--- config.mk ---
export PLATFORM = sky130hd
export DESIGN_NAME = sdp_y_core_triosy_wait_dp_multi
export DESIGN_NICKNAME = d
export VERILOG_FILES = /design/src/rtl/sdp_y_core_triosy_pkg.sv /design/src/rtl/sdp_y_core_triosy_wait_chan.sv /design/src/rtl/sdp_y_core_triosy_wait_dp_multi.sv
export SDC_FILE = /design/constraint.sdc
export NUM_CORES = 1
export LEC_CHECK = 0
export CAP_MARGIN = 40
export CORE_ASPECT_RATIO = 2
export CORE_MARGIN = 2
export CORE_UTILIZATION = 42
export DETAILED_ROUTE_END_ITERATION = 16
export PLACE_DENSITY = 0.76
export SYNTH_ARGS = -nofsm -noshare
export SYNTH_HDL_FRONTEND = slang
export SYNTH_SLANG_ARGS = --single-unit
--- constraint.sdc ---
create_clock -name nvdla_core_clk -period 2.87 [get_ports nvdla_core_clk]
set_input_delay 0.861 -clock nvdla_core_clk [delete_from_list [all_inputs] [get_ports nvdla_core_clk]]
set_output_delay 0.861 -clock nvdla_core_clk [all_outputs]
set_load 0.02 [all_outputs]
--- src/rtl/sdp_y_core_triosy_pkg.sv ---
// sdp_y_core_triosy_pkg: shared parameter limits and count-width helper for the triosy wait cores.
package sdp_y_core_triosy_pkg;

    localparam int NCH_MIN   = 1;
    localparam int NCH_MAX   = 16;
    localparam int DEPTH_MIN = 1;
    localparam int DEPTH_MAX = 15;

    // Width needed to hold every value 0..depth.
    function automatic int calc_cw(input int depth);
        return $clog2(depth + 1);
    endfunction

endpackage

--- src/rtl/sdp_y_core_triosy_wait_chan.sv ---
// sdp_y_core_triosy_wait_chan: one triosy wait channel with a saturating pending-event counter.
// Ports: clk_i/rst_i (sync, active-high); biwt_i event issue; bdwt_i downstream stall;
//        flush_i drops pending events; ovf_clr_i clears the sticky overflow flag;
//        bawt_o event available; cnt_o pending count; full_o count at DEPTH; ovf_o sticky drop flag.
module sdp_y_core_triosy_wait_chan
    import sdp_y_core_triosy_pkg::*;
#(
    parameter int DEPTH = 4,
    parameter int CW    = calc_cw(DEPTH)
) (
    input  logic          clk_i,
    input  logic          rst_i,
    input  logic          biwt_i,
    input  logic          bdwt_i,
    input  logic          flush_i,
    input  logic          ovf_clr_i,
    output logic          bawt_o,
    output logic [CW-1:0] cnt_o,
    output logic          full_o,
    output logic          ovf_o
);

    logic [CW-1:0] cnt_q, cnt_d;
    logic          ovf_q, ovf_d;
    logic          consume;
    logic [CW:0]   sum;
    logic          over;

    // A consume at count 0 implies biwt is high, so the extra bit never sees an underflow.
    always_comb begin
        bawt_o  = biwt_i | (cnt_q != '0);
        consume = bawt_o & ~bdwt_i;
        sum     = {1'b0, cnt_q} + {{CW{1'b0}}, biwt_i} - {{CW{1'b0}}, consume};
        over    = sum > (CW+1)'(DEPTH);
        cnt_d   = flush_i ? '0 : over ? CW'(DEPTH) : sum[CW-1:0];
        // A drop in the same cycle as a clear keeps the flag set.
        ovf_d   = over | (ovf_q & ~ovf_clr_i);
    end

    always_ff @(posedge clk_i) begin
        if (rst_i) begin
            cnt_q <= '0;
            ovf_q <= 1'b0;
        end else begin
            cnt_q <= cnt_d;
            ovf_q <= ovf_d;
        end
    end

    assign cnt_o  = cnt_q;
    assign full_o = cnt_q == CW'(DEPTH);
    assign ovf_o  = ovf_q;

endmodule

--- src/rtl/sdp_y_core_triosy_wait_dp_multi.sv ---
// sdp_y_core_triosy_wait_dp_multi: NCH independent triosy wait channels with pending-event counters.
// Ports: nvdla_core_clk/nvdla_core_rst (sync, active-high); biwt/bdwt per-channel issue and stall;
//        flush, ovf_clr global; bawt per-channel available, all_bawt AND of bawt;
//        pend_cnt packed counts (channel i at [i*CW +: CW]); full, ovf per channel.
module sdp_y_core_triosy_wait_dp_multi
    import sdp_y_core_triosy_pkg::*;
#(
    parameter  int NCH   = 4,
    parameter  int DEPTH = 4,
    localparam int CW    = calc_cw(DEPTH)
) (
    input  logic              nvdla_core_clk,
    input  logic              nvdla_core_rst,
    input  logic [NCH-1:0]    biwt,
    input  logic [NCH-1:0]    bdwt,
    input  logic              flush,
    input  logic              ovf_clr,
    output logic [NCH-1:0]    bawt,
    output logic              all_bawt,
    output logic [NCH*CW-1:0] pend_cnt,
    output logic [NCH-1:0]    full,
    output logic [NCH-1:0]    ovf
);

    for (genvar i = 0; i < NCH; i++) begin : g_ch
        sdp_y_core_triosy_wait_chan #(.DEPTH(DEPTH), .CW(CW)) u_chan (
            .clk_i     (nvdla_core_clk),
            .rst_i     (nvdla_core_rst),
            .biwt_i    (biwt[i]),
            .bdwt_i    (bdwt[i]),
            .flush_i   (flush),
            .ovf_clr_i (ovf_clr),
            .bawt_o    (bawt[i]),
            .cnt_o     (pend_cnt[i*CW +: CW]),
            .full_o    (full[i]),
            .ovf_o     (ovf[i])
        );
    end

    assign all_bawt = &bawt;

endmodule

==> flow_metrics.py <==
metrics = {
    "power_and_ir_drop": {
        "peakVddDrop_mv": 0.5175,
        "powerDensity_nw_per_um2": 807.1,
        "leakagePower_nw": 0.8488,
    },
    "worst_setup_path": {
        "cp-start-kind": "primary input",
        "crit_path_end_kind": "register",
        "crit_fanout": 3,
        "cp.required_ns": 3.02,
        "worst_ep_arrival_time_ns": 2.95,
        "path_class": "primary input to register",
    },
    "placed_design": {
        "post-place-ws_ns": -0.6861,
        "dp_hpwl_um": 2530,
        "placed_area_um2": 1638,
        "gp_congestion": 0.8661,
        "io_buffer_count": 36,
    },
    "timing": {
        "timing.slew.headroom_pct": 55.37,
        "slew_viol_final": 0,
        "timing.final.ws_setup_ns": 0.07152,
        "period_share_pct": 97.51,
        "tightest_slew_ns": 0.6670,
        "skew_ns": 0.0006580,
        "period_needed_ns": 2.798,
        "hold_viol": 0,
        "setup_viol_count_final": 0,
        "timing.fmax_mhz": 357.3,
    },
    "run": {
        "cap_violations": 0,
    },
    "detailed_routing": {
        "via_per_inst": 5.470,
        "drtIter0Drc": 15,
        "ant_nets": 0,
        "num_vias": 1198,
        "drt_wl_total_um": 3387,
        "avgRoutedWirePerCell_um": 15.47,
        "drc": 0,
        "firstDrtPassIters": 4,
    },
    "cts": {
        "cts_sinks": 16,
        "numCtsBuffers": 3,
        "tritoncts": "built",
        "ctsLongestPathBuffers": 2,
        "root_buffer": "clkbuf_8",
        "path_clk_slew_ns": 0.06,
        "clk_latency_ns": 0.26,
        "cts.htree.levels": 1,
    },
    "status": {
        "status": "completed",
    },
    "floorplanning": {
        "die_area_um2": 3407,
        "initial_utilization_pct": 44.44,
        "ios": 37,
        "die_y_um": 80.57,
        "num_rows": 27,
        "coreArea_um2": 2770,
        "die_width_um": 42.29,
    },
    "cells_and_area": {
        "nets": 223,
        "layout-drive-gt1-share_pct": 30.53,
        "area_growth_pct": 55.39,
        "antennaDiodeCount": 0,
        "layout_common_cells": "clkdlybuf4s50_1 (25), inv_1 (24), buf_4 (18), dfxtp_1 (16), ha_1 (12)",
        "finalInstanceArea_um2": 1913,
        "layout_commonest_cell": "clkdlybuf4s50_1",
    },
    "logic_synthesis": {
        "netlist_area_um2": 1231,
        "syn-mean-instance-area_um2": 8.610,
        "seq_area_frac_synth_pct": 26.02,
        "syn_nets": 175,
        "yosysUniqueCellTypes": 24,
        "yosysWarningCount": 0,
        "ys_seq_elements": 16,
        "syn_inst": 143,
    },
    "grt": {
        "track_usage_pct": 20.35,
        "grt_pass1_wl_um": 5250,
        "grt_pass1_vias": 1250,
        "grt_overflow_total": 0,
        "grt_start_max_net_pins": 10,
        "antenna_found_initial": 0,
    },
    "hold_path": {
        "min_path_type": "register to register",
    },
}
## where the power goes
part           internal, W  total [W]  switching [W]
clock             0.000122   0.000206      0.0000844
combinational     0.000514   0.000999       0.000485
sequential        0.000275   0.000339      0.0000637
## metrics by stage
step	hold slack, ns	std cells	power, W	TNS [ns]	util (%)
after floorplan	0.4806	143	0.0008975	0	-
after global placement	0.5169	206	0.001112	-8.442	59.12
after detailed placement	0.5271	206	0.001154	-9.600	59.12
after CTS	0.5366	214	0.001423	-0.06579	64.32
after global routing	0.5935	219	0.001636	-0.03420	69.06
final	0.5388	219	0.001544	0	69.06
## what timing repair did
item / CTS / global route
setup endpoints to repair: 21 / 12
hold buffers: 0 / 0
pin swaps: 11 / 22
endpoints found under the hold margin: 0 / 0
resized for setup: 27 / 27
buffers inserted: 4 / 5
## area by class of cell
cell class / instances / area (um2)
well taps: 29 / 36.28
flip-flops and latches: 16 / 320.3
fillers: 212 / 857.1
clock buffers: 4 / 55.05
repair buffers: 55 / 494.2
multi-input cells: 84 / 890.9
inverters: 31 / 116.4
## synth_stat cells (all sizes together)
library cell | number | share of area (%)
a21o | 1 | 0.61
nor3 | 4 | 1.6
dfxtp | 16 | 26
nand2 | 2 | 0.61
a22o | 3 | 2.1
inv | 31 | 9.5
nor4b | 3 | 2.1
o31a | 6 | 4.3
nand3 | 5 | 2.0
a21oi | 8 | 3.3
a41oi | 1 | 0.71
fa | 4 | 6.5
ha | 16 | 16
nand2b | 6 | 3.0
a211o | 1 | 0.71
xnor2 | 4 | 2.8
nand4b | 1 | 1.2
and3 | 4 | 2.0
nor2 | 5 | 1.5
o21ai | 1 | 0.41
a2111oi | 1 | 1.2
nor4 | 8 | 4.1
buf | 12 | 7.3
## metal layers
metal	up-vias	GRT usage, %	part of all wire, %
li1	580	-	-
met1	564	17.87	32
met2	41	40.31	60
met3	13	3.371	3.3
met4	0	12.50	4.6
met5	-	0	0
## registers in the layout, indices dropped and copies added (netlist names)
signal             flops
g_ch.u_chan.cnt_o     12
g_ch.u_chan.ovf_o      4
## worst max-delay path, cell delays in order
cell and delay [ns]:
clkdlybuf4s50_1 0.46, nor2_1 0.05, ha_1 0.27, inv_1 0.06
ha_2 0.18, inv_2 0.04, fa_1 0.43, xnor2_2 0.16
a22o_1 0.20, o31a_1 0.23
## worst paths after layout
kind | from | end | slack [ns] | cells past startpoint
worst max-delay path | bdwt[2] | g_ch[2].u_chan.ovf_o | 0.07 | 10
worst min-delay path | g_ch[0].u_chan.ovf_o | g_ch[0].u_chan.ovf_o | 0.54 | 2
worst max register to register | g_ch[0].u_chan.cnt_o[2] | g_ch[0].u_chan.cnt_o[1] | 0.26 | 11
worst min register to register | g_ch[0].u_chan.ovf_o | g_ch[0].u_chan.ovf_o | 0.54 | 2
## cells by family after synthesis
kind of cell	Yosys count	synth area share (%)
XOR/XNOR	4	2.845
AND/OR/NAND/NOR	38	18.29
flip-flops	16	26.02
AO/OA/AOI/OAI	22	13.31
adder cells (fa/ha/maj)	20	22.76
buffers and inverters	43	16.77
(Power assumes the default switching activity.)
